==> src/rtl/hamming_pkg.sv <==
// rtl/hamming_pkg.sv - shared constants, position helpers and mode type for the SECDED codec
package hamming_pkg;

  typedef enum logic {
    MODO_COD = 1'b0,
    MODO_DEC = 1'b1
  } modo_t;

  function automatic int calc_par_w(input int data_w);
    int r;
    r = 1;
    while ((1 << r) < data_w + r + 1) r++;
    return r;
  endfunction

  function automatic bit es_pot2(input int pos);
    return (pos > 0) && ((pos & (pos - 1)) == 0);
  endfunction

  // Data bits fill the non-power-of-two positions in ascending order, starting at 3.
  function automatic int data_pos(input int idx);
    int pos;
    int cuenta;
    pos = 0;
    cuenta = 0;
    for (int p = 3; p < 128; p++) begin
      if (!es_pot2(p)) begin
        if (cuenta == idx && pos == 0) pos = p;
        cuenta++;
      end
    end
    return pos;
  endfunction

endpackage

==> src/rtl/hamming_nucleo.sv <==
// rtl/hamming_nucleo.sv - combinational Hamming core: encoded word, syndrome, global parity, raw data
module hamming_nucleo
  import hamming_pkg::*;
#(
  parameter int DATA_W = 4,
  localparam int PAR_W = calc_par_w(DATA_W),
  localparam int CODE_W = DATA_W + PAR_W + 1
) (
  input  logic [DATA_W-1:0] dato,
  input  logic [CODE_W-1:0] palabra,
  output logic [CODE_W-1:0] codificada,
  output logic [PAR_W-1:0]  sindrome,
  output logic              paridad,
  output logic [DATA_W-1:0] datos
);

  // Positions 1..CODE_W-1 whose index has bit k set.
  function automatic logic [CODE_W-1:0] mascara(input int k);
    logic [CODE_W-1:0] m;
    m = '0;
    for (int p = 1; p < CODE_W; p++) begin
      if (((p >> k) & 1) == 1) m = m | (CODE_W'(1) << p);
    end
    return m;
  endfunction

  logic [CODE_W-1:0] w_datos;
  logic [CODE_W-1:0] w_par;
  logic [CODE_W-1:0] w_sin;

  generate
    for (genvar i = 0; i < DATA_W; i++) begin : g_dat
      localparam int P = data_pos(i);
      assign w_datos[P] = dato[i];
      assign datos[i]   = palabra[P];
    end
    for (genvar p = 0; p < CODE_W; p++) begin : g_pos
      if (p == 0 || es_pot2(p)) begin : g_hueco
        assign w_datos[p] = 1'b0;
      end
      if (p > 0 && es_pot2(p)) begin : g_par
        assign w_par[p] = ^(w_datos & mascara($clog2(p)));
      end else begin : g_nopar
        assign w_par[p] = 1'b0;
      end
    end
    for (genvar k = 0; k < PAR_W; k++) begin : g_sin
      assign sindrome[k] = ^(palabra & mascara(k));
    end
  endgenerate

  assign w_sin      = w_datos | w_par;
  assign codificada = {w_sin[CODE_W-1:1], ^w_sin[CODE_W-1:1]};
  assign paridad    = ^palabra;

endmodule

==> src/rtl/hamming_secded_pipe.sv <==
// rtl/hamming_secded_pipe.sv - two-stage SECDED encode/decode pipeline with handshakes and error counters
module hamming_secded_pipe
  import hamming_pkg::*;
#(
  parameter int DATA_W = 4,
  parameter int CNT_W = 16,
  localparam int PAR_W = calc_par_w(DATA_W),
  localparam int CODE_W = DATA_W + PAR_W + 1
) (
  input  logic              reloj,
  input  logic              reset,
  input  logic              modo,
  input  logic [CODE_W-1:0] entrada,
  input  logic              entrada_valida,
  output logic              entrada_lista,
  output logic [CODE_W-1:0] salida_palabra,
  output logic [DATA_W-1:0] salida_datos,
  output logic [PAR_W-1:0]  sindrome,
  output logic              error_simple,
  output logic              error_doble,
  output logic              salida_valida,
  input  logic              salida_lista,
  input  logic              borrar_cnt,
  output logic [CNT_W-1:0]  cnt_simples,
  output logic [CNT_W-1:0]  cnt_dobles
);

  localparam logic [PAR_W:0]   SIN_LIM = (PAR_W + 1)'(CODE_W);
  localparam logic [CNT_W-1:0] CNT_MAX = '1;

  logic [CODE_W-1:0] nuc_cod;
  logic [PAR_W-1:0]  nuc_sin;
  logic              nuc_par;
  logic [DATA_W-1:0] nuc_datos;

  hamming_nucleo #(.DATA_W(DATA_W)) u_nucleo (
    .dato       (entrada[DATA_W-1:0]),
    .palabra    (entrada),
    .codificada (nuc_cod),
    .sindrome   (nuc_sin),
    .paridad    (nuc_par),
    .datos      (nuc_datos)
  );

  logic              s1_valid;
  modo_t             s1_modo;
  logic [CODE_W-1:0] s1_palabra;
  logic [DATA_W-1:0] s1_datos;
  logic [PAR_W-1:0]  s1_sin;
  logic              s1_par;

  logic s2_adv;
  logic s1_adv;

  assign s2_adv        = !salida_valida || salida_lista;
  assign s1_adv        = !s1_valid || s2_adv;
  assign entrada_lista = s1_adv;

  always_ff @(posedge reloj or posedge reset) begin
    if (reset) begin
      s1_valid   <= 1'b0;
      s1_modo    <= MODO_COD;
      s1_palabra <= '0;
      s1_datos   <= '0;
      s1_sin     <= '0;
      s1_par     <= 1'b0;
    end else if (s1_adv) begin
      s1_valid <= entrada_valida;
      if (entrada_valida) begin
        s1_modo    <= modo_t'(modo);
        s1_palabra <= modo ? entrada : nuc_cod;
        s1_datos   <= modo ? nuc_datos : entrada[DATA_W-1:0];
        s1_sin     <= modo ? nuc_sin : '0;
        s1_par     <= modo & nuc_par;
      end
    end
  end

  // A syndrome pointing past the word cannot be a single error, whatever the parity says.
  logic              es_dec;
  logic              fuera;
  logic              corr_simple;
  logic              corr_doble;
  logic [CODE_W-1:0] volteo;
  logic [DATA_W-1:0] datos_corr;

  assign es_dec      = (s1_modo == MODO_DEC);
  assign fuera       = {1'b0, s1_sin} >= SIN_LIM;
  assign corr_simple = es_dec && s1_par && !fuera;
  assign corr_doble  = es_dec && (((s1_sin != '0) && !s1_par) || fuera);

  generate
    for (genvar p = 0; p < CODE_W; p++) begin : g_volteo
      assign volteo[p] = corr_simple && (s1_sin == PAR_W'(p));
    end
    for (genvar i = 0; i < DATA_W; i++) begin : g_corr
      assign datos_corr[i] = s1_datos[i] ^ volteo[data_pos(i)];
    end
  endgenerate

  always_ff @(posedge reloj or posedge reset) begin
    if (reset) begin
      salida_valida  <= 1'b0;
      salida_palabra <= '0;
      salida_datos   <= '0;
      sindrome       <= '0;
      error_simple   <= 1'b0;
      error_doble    <= 1'b0;
    end else if (s2_adv) begin
      salida_valida <= s1_valid;
      if (s1_valid) begin
        salida_palabra <= s1_palabra ^ volteo;
        salida_datos   <= datos_corr;
        sindrome       <= s1_sin;
        error_simple   <= corr_simple;
        error_doble    <= corr_doble;
      end
    end
  end

  logic entrega;
  assign entrega = salida_valida && salida_lista;

  // Clear has priority over a same-cycle increment.
  always_ff @(posedge reloj or posedge reset) begin
    if (reset) begin
      cnt_simples <= '0;
      cnt_dobles  <= '0;
    end else if (borrar_cnt) begin
      cnt_simples <= '0;
      cnt_dobles  <= '0;
    end else begin
      if (entrega && error_simple && cnt_simples != CNT_MAX) cnt_simples <= cnt_simples + 1'b1;
      if (entrega && error_doble && cnt_dobles != CNT_MAX) cnt_dobles <= cnt_dobles + 1'b1;
    end
  end

endmodule

==> config.mk <==
export PLATFORM = sky130hd
export DESIGN_NAME = hamming_secded_pipe
export DESIGN_NICKNAME = d
export VERILOG_FILES = /design/src/rtl/hamming_pkg.sv /design/src/rtl/hamming_nucleo.sv /design/src/rtl/hamming_secded_pipe.sv
export SDC_FILE = /design/constraint.sdc
export NUM_CORES = 1
export LEC_CHECK = 0
export BUFFER_PORTS_ARGS = -buffer_cell sky130_fd_sc_hd__buf_4
export CAP_MARGIN = 0
export CORE_ASPECT_RATIO = 1.5
export CORE_MARGIN = 3
export CORE_UTILIZATION = 50
export DETAILED_ROUTE_END_ITERATION = 7
export PLACE_DENSITY = 0.73
export REMOVE_ABC_BUFFERS = 1
export SYNTH_ARGS = -nofsm -noshare
export SYNTH_HDL_FRONTEND = slang
export SYNTH_HIERARCHICAL = 1
export SYNTH_SLANG_ARGS = --single-unit
==> constraint.sdc <==
create_clock -name reloj -period 2.6 [get_ports reloj]
set_input_delay 0.26 -clock reloj [delete_from_list [all_inputs] [get_ports reloj]]
set_output_delay 0.26 -clock reloj [all_outputs]
set_load 0.02 [all_outputs]
==> flow_metrics.py, run 1 <==
metrics = {
    "floorplanning": {
        "fp-row-count": 37,
        "die_w_um": 75.69,
        "die-height_um": 110.5,
        "pin_count": 65,
        "core-area_sq_mm": 0.006990,
        "start_util": 0.5210,
        "die-area_sq_mm": 0.008365,
    },
    "clock_network": {
        "htreeDepth": 3,
        "root_buffer": "clkbuf_8",
        "path_clk_slew_ns": 0.07,
        "cts_resized": 0,
        "cts_num_sinks": 68,
        "numCtsBuffers": 9,
        "cts_tree": "yes",
        "clockBufferDepth": 2,
        "clock_latency_ns": 0.34,
    },
    "cells_and_area": {
        "fin_nets": 464,
        "diodes": 0,
        "area.growth.synth_to_final_pct": 20.03,
        "drive_above_1_share": 0.2235,
        "layout.cells.non_filler": 549,
        "nFillCells": 626,
    },
    "min_path": {
        "holdPathStages": 2,
        "worstHoldStart": "entrada_valida",
        "holdPathEnd": "s1_valid",
        "hold_path.class": "input port to register",
    },
    "synthesis": {
        "synth_flop_cell": "dfrtp_1",
        "yosys.area_share.adder": 0.006870,
        "synth-simple-area-share": 0.2219,
        "synth_seq_cells": 68,
        "yosys_warnings": 6,
        "synth_edf_count": 0,
        "ys_async_sr_fraction": 1.000,
        "synthCells": 391,
        "synth_top_area_share": 0.4672,
        "synth_area_leaders": "dfrtp_1 (47%), nand2_1 (6.3%), xnor2_1 (5.8%), o21ai_0 (4.8%), mux2i_1 (3.6%)",
        "synth.most_common_cell": "dfrtp_1",
        "ys_seq_area_frac": 0.4672,
        "synth_top_family_by_area": "simple AND/OR/NAND/NOR gates",
        "synthXorXnorAreaFrac": 0.06974,
        "synthMuxAreaShare": 0.05119,
        "synth_common_cells": "dfrtp_1 (68), nand2_1 (61), o21ai_0 (35)",
        "yosysTopAreaCell": "dfrtp_1",
        "ys_types": 43,
        "netlist_area_sq_mm": 0.003642,
        "syn_area_per_cell_sq_um": 9.315,
        "synth-compound-area-share": 0.1364,
    },
    "timing": {
        "worstMarginPinSlew_ns": 0.8569,
        "fin_crit_sh": 0.7857,
        "fmax_mhz": 489.5,
        "rsz0062_at_grt": "false",
        "drv_slew": 0,
        "final-setup-viol-count": 0,
        "min_period_ns": 2.043,
        "finClkSkew_ns": 0.009620,
        "hold_ws_ns": 0.1290,
        "slew_headroom": 0.4273,
        "hold_violations": 0,
    },
    "detailed_routing": {
        "vias": 3054,
        "drtIter0Drc": 238,
        "via_per_inst": 5.563,
        "wl_mm": 7.844,
        "drt_pass1_iterations": 4,
        "antenna_left": 0,
        "drc": 0,
        "routedWlPerCell_um": 14.29,
    },
    "placed_design": {
        "hpwlAfterDp_mm": 5.837,
        "port_buffers": 64,
        "placedCellCount": 533,
        "gp_congestion": 0.8229,
    },
    "critical_path": {
        "r2r_cells": 5,
        "worstSetupStartpointType": "register",
        "cp.required_ns": 2.85,
        "crit_path_max_fanout": 6,
        "rrSetupSlack_ns": 0.56,
        "cp-end-kind": "register",
        "rr_startpoint": "cnt_simples[0]",
        "crit_type": "register to register",
        "timing.rr.end": "cnt_simples[8]",
        "crit_arrival_ns": 2.30,
    },
    "status": {
        "status": "complete, no violations",
    },
    "global_route": {
        "grt_pass1_wl_mm": 13.32,
        "antenna_found_initial": 0,
        "grt_max_degree": 35,
        "grt_use_total": 0.2001,
        "gr-total-overflow": 0,
        "grt_pass1_vias": 2907,
    },
    "job": {
        "cap_violations": 0,
    },
    "pwr": {
        "pwr_density_cell_mw_per_mm2": 587.3,
        "max-vdd-ir-drop_mv": 0.4036,
        "leakage_nw": 1.868,
    },
}
==> stage by stage <==
| stage | setup WS (ns) | power (mW) | TNS, ns | util | cell area, sq um |
|---|---|---|---|---|---|
| 6_report | 0.5572 | 2.567 | 0 | 0.6254 | 4372 |
| 5_1_grt | 0.4327 | 2.700 | 0 | 0.6254 | 4372 |
| 4_1_cts | 0.5568 | 2.595 | 0 | 0.6254 | 4372 |
| 3_5_place_dp | 0.5979 | 1.771 | 0 | 0.5971 | 4174 |
| 3_3_place_gp | 0.6408 | 1.758 | 0 | 0.5971 | 4174 |
| 2_1_floorplan | -0.1429 | 1.550 | -0.8167 | - | 3506 |
==> placed cells by master (no fill, tap or decap), types with 11 or more instances in the layout <==
master	Yosys	final
buf_4	8	72
dfrtp_1	68	68
nand2_1	61	61
o21ai_0	35	35
xnor2_1	24	24
a21oi_1	21	21
or4_1	15	15
o31ai_1	13	13
nor2_1	13	13
mux2i_1	13	13
clkbuf_8	0	13
nand3_1	11	11
==> layout make-up <==
cell class              count  area, sq um  area share
clock buffers              14        182.7     0.04179
clock inverters             1        5.005    0.001145
inverters                   9        33.78    0.007728
multi-input cells         287         1777      0.4064
flip-flops and latches     68         1702      0.3892
well taps                  97        121.4     0.02776
repair buffers             73        550.5      0.1259
==> critical path, stage by stage, from the launching register on <==
cell and delay [ns]:
dfrtp_1 0.43, ha_1 0.29, inv_1 0.10, or4_4 0.57, or4_1 0.42, a21oi_1 0.16
==> power breakdown <==
group	internal, mW	total (mW)	switching [mW]
Sequential	1.17	1.25	0.0854
Combinational	0.211	0.491	0.281
Clock	0.445	0.824	0.380
==> routing by layer <==
metal	wire (um)	vias up	track usage
met3	389	9	0.04098
li1	-	1512	-
met2	4158	88	0.3416
met5	0	-	0
met4	100	0	0.06534
met1	3195	1445	0.2439
==> worst max-delay path by stage <==
stage	from	end	slack, ns
CTS	cnt_simples[0]	cnt_simples[8]	0.56
global route	cnt_simples[0]	cnt_simples[8]	0.43
floorplan	cnt_simples[0]	cnt_simples[2]	-0.14
global placement	cnt_dobles[5]	cnt_dobles[13]	0.64
finish	cnt_simples[0]	cnt_simples[8]	0.56
detailed placement	cnt_simples[0]	cnt_simples[8]	0.60
==> flip-flops by register name, summed over array words and instances (netlist names) <==
name / flops
cnt_dobles: 16
cnt_simples: 16
s1_palabra: 8
salida_palabra: 8
s1_datos: 4
salida_datos: 4
s1_sin: 3
sindrome: 3
error_doble: 1
error_simple: 1
es_dec: 1
s1_par: 1
s1_valid: 1
salida_valida: 1
==> timing repair <==
item                       4_1_cts  5_1_grt
setup endpoints to repair        0        0
hold buffers                     1        0
hold endpoints to repair        17        0
buffers inserted                 0        0
==> kinds of logic after synthesis <==
family	Yosys count
compound gates	83
xor+xnor	29
fa+ha+maj	2
buf+inv	36
flops	68
mux	18
simple gates	155
Power figures use the tool's default switching activity.
==> run 2, diff against run 1 <==
--- a/config.mk
+++ b/config.mk
@@ -5,13 +5,14 @@
 export SDC_FILE = /design/constraint.sdc
 export NUM_CORES = 1
 export LEC_CHECK = 0
+export ABC_AREA = 1
 export BUFFER_PORTS_ARGS = -buffer_cell sky130_fd_sc_hd__buf_4
 export CAP_MARGIN = 0
 export CORE_ASPECT_RATIO = 1.5
 export CORE_MARGIN = 3
 export CORE_UTILIZATION = 50
 export DETAILED_ROUTE_END_ITERATION = 7
-export PLACE_DENSITY = 0.73
+export PLACE_DENSITY = 0.74
 export REMOVE_ABC_BUFFERS = 1
 export SYNTH_ARGS = -nofsm -noshare
 export SYNTH_HDL_FRONTEND = slang
==> constraint.sdc (replaced) <==
create_clock -name reloj -period 1.7 [get_ports reloj]
set_input_delay 0.17 -clock reloj [delete_from_list [all_inputs] [get_ports reloj]]
set_output_delay 0.17 -clock reloj [all_outputs]
set_load 0.02 [all_outputs]
==> run 2 against run 1 <==
Net effect: non-clock buffer count increased by 24; critical path type unchanged; register-to-register slack got worse by 0.49 ns; sequential share of layout area decreased by 6.6 points; worst hold slack improved by 0.0094 ns; critical endpoint is now cnt_simples[2].
==> flow_metrics.py, run 2 <==
metrics = {
    "status": {
        "status": "complete, no violations",
    },
    "placed_design": {
        "port_buffers": 64,
        "hpwlAfterDp_mm": 7.581,
        "place_area_sq_mm": 0.004906,
        "gp_congestion": 0.8880,
        "dp_slack_ns": 0.05462,
    },
    "synthesis": {
        "netlist_area_sq_mm": 0.004190,
        "synth_seq_cells": 68,
        "ys_async_sr_fraction": 1.000,
        "ys_seq_area_frac": 0.4061,
        "synth_common_cells": "nand2_1 (223), dfrtp_1 (68), inv_1 (65)",
        "synth_flop_cell": "dfrtp_1",
        "ys_types": 29,
        "syn_area_per_cell_sq_um": 7.066,
        "synth_area_leaders": "dfrtp_1 (41%), nand2_1 (20%), nand3_1 (6.6%), inv_1 (5.8%), xor2_1 (5.4%)",
        "yosys_warnings": 6,
        "synth.most_common_cell": "nand2_1",
        "synthCells": 593,
        "yosysTopAreaCell": "dfrtp_1",
        "synth_top_area_share": 0.4061,
        "synth_edf_count": 0,
    },
    "cells_and_area": {
        "seqCellArea_sq_mm": 0.001703,
        "diodes": 0,
        "drive_above_1_share": 0.2088,
        "final_util": 0.6506,
        "fin_nets": 697,
        "multi_input_area_sq_mm": 0.002153,
        "fin_area_sq_mm": 0.005275,
        "reg.largest.list": "cnt_dobles: 16 flops, cnt_simples: 16 flops",
        "layout_common_cells": "nand2_1 (222), buf_4 (95), dfrtp_1 (67), inv_1 (64), nand3_1 (55)",
        "final_common_cell": "nand2_1",
        "nFillCells": 742,
        "area.growth.synth_to_final_pct": 25.89,
    },
    "global_route": {
        "grt_pass1_wl_mm": 17.15,
        "met1_usage": 0.2396,
        "grt_use_total": 0.2286,
        "gr-total-overflow": 0,
        "use_met3": 0.03369,
        "use_met2": 0.4253,
        "grt_max_degree": 55,
        "grt.busiest_layer": "met2",
        "antenna_found_initial": 0,
        "grt_pass1_vias": 3881,
    },
    "floorplanning": {
        "die-area_sq_mm": 0.009538,
        "core-area_sq_mm": 0.008108,
        "pin_count": 65,
        "die-height_um": 118.1,
        "start_util": 0.5168,
        "fp-row-count": 40,
        "die_w_um": 80.75,
    },
    "critical_path": {
        "cp.required_ns": 1.97,
        "startpoint": "cnt_simples[0]",
        "worstSetupStartpointType": "register",
        "crit_path_max_fanout": 7,
        "crit_type": "register to register",
        "rr_startpoint": "cnt_simples[0]",
        "cp-end-kind": "register",
        "r2r_cells": 9,
        "crit_arrival_ns": 1.90,
    },
    "pwr": {
        "power_frac_seq": 0.413,
        "pwr_density_cell_mw_per_mm2": 897.5,
        "pwr-share-clk": 0.384,
        "p_switching_mw": 1.377,
        "leakage_nw": 2.822,
        "p_int_mw": 3.357,
        "combPwrFrac": 0.202,
        "p_sw_frac": 0.2910,
        "max-vdd-ir-drop_mv": 0.5755,
    },
    "timing": {
        "slew_headroom": 0.7149,
        "worstMarginPinSlew_ns": 0.4254,
        "finClkSkew_ns": 0.008589,
        "fin_crit_sh": 0.9613,
        "min_period_ns": 1.634,
        "fmax_mhz": 611.9,
        "fin_ws_ns": 0.06587,
        "hold_violations": 0,
        "drv_slew": 0,
        "final-setup-viol-count": 0,
    },
    "clock_network": {
        "htreeDepth": 3,
        "root_buffer": "clkbuf_16",
        "cts_num_sinks": 68,
        "numCtsBuffers": 9,
        "path_clk_slew_ns": 0.05,
        "clockBufferDepth": 2,
        "clock_latency_ns": 0.34,
        "cts_tree": "yes",
    },
    "detailed_routing": {
        "antenna_left": 0,
        "drtIter0Drc": 218,
        "vias": 4022,
        "drt_pass1_iterations": 5,
        "routedWlPerCell_um": 13.12,
        "via_per_inst": 5.091,
        "drc": 0,
        "wl_mm": 10.36,
    },
    "min_path": {
        "holdPathStages": 4,
        "worstHoldStart": "salida_lista",
        "hold_path.class": "input port to register",
    },
    "job": {
        "cap_violations": 0,
    },
}
-- run 2: logic make-up (layout without fill, tap and decap cells) --
family / after synthesis / after routing / share of synthesized area
AND/OR/NAND/NOR: 354 / 356 / 0.3715
buffers and inverters: 91 / 181 / 0.09197
flip-flops: 68 / 68 / 0.4061
AO/OA/AOI/OAI: 48 / 48 / 0.06181
XOR/XNOR: 30 / 30 / 0.06270
adder cells (fa/ha/maj): 2 / 2 / 0.005971
-- run 2: metal layers --
layer  vias up  share of wire  routed length (um)
met1      1880           0.38                3978
met4         0          0.028                 293
met5         -              0                   0
li1       2020              -                   -
met3        24          0.038                 390
met2        98           0.55                5701
-- run 2: worst paths after layout --
kind,endpoint,slack (ns)
max,cnt_simples[2],0.07
max reg2reg,cnt_simples[2],0.07
min reg2reg,salida_palabra[5],0.49
min in group asynchronous,cnt_dobles[2],0.37
max in group asynchronous,cnt_simples[1],0.72
min,salida_valida,0.14
-- run 2: area by class of cell --
class,instances,share of cell area
clock buffers,13,0.04744
well taps,105,0.02491
clock inverters,2,0.006641
flip-flops and latches,68,0.3228
repair buffers,97,0.1409
inverters,69,0.04910
multi-input cells,436,0.4082
-- run 2: through the flow --
stage | TNS (ns) | std cells | power [mW] | hold WS [ns]
global placement | 0 | 769 | 2.908 | 0.1656
floorplan | -14.50 | 571 | 2.494 | 0.2796
CTS | 0 | 785 | 4.765 | 0.1264
finish | 0 | 790 | 4.734 | 0.1385
global route | -0.08597 | 790 | 4.958 | 0.1599
detailed placement | 0 | 769 | 2.938 | 0.1746
-- run 2: critical path, stage by stage (launching register included) --
cell and delay [ns]:
dfrtp_1 0.43, ha_4 0.18, nand2_1 0.08, nor2_4 0.17
nand2_4 0.09, nor2_8 0.16, nor2_4 0.10, nor2_4 0.22
nand2_1 0.07, nand2_1 0.07
-- run 2: power groups by stage --
stage | Sequential, mW | Combinational (mW) | Clock, mW
3_5_place_dp | 1.98 | 0.957 | 0
5_1_grt | 1.98 | 1.07 | 1.91
3_3_place_gp | 1.97 | 0.935 | 0
2_1_floorplan | 2.10 | 0.390 | 0
6_report | 1.96 | 0.958 | 1.82
4_1_cts | 1.96 | 0.961 | 1.85
-- run 2: what timing repair did --
item	in CTS	in global routing
endpoints found under the hold margin	14	0
gates resized for setup	0	8
endpoints found under the setup margin	0	30
hold buffers	1	0
setup buffers	0	3
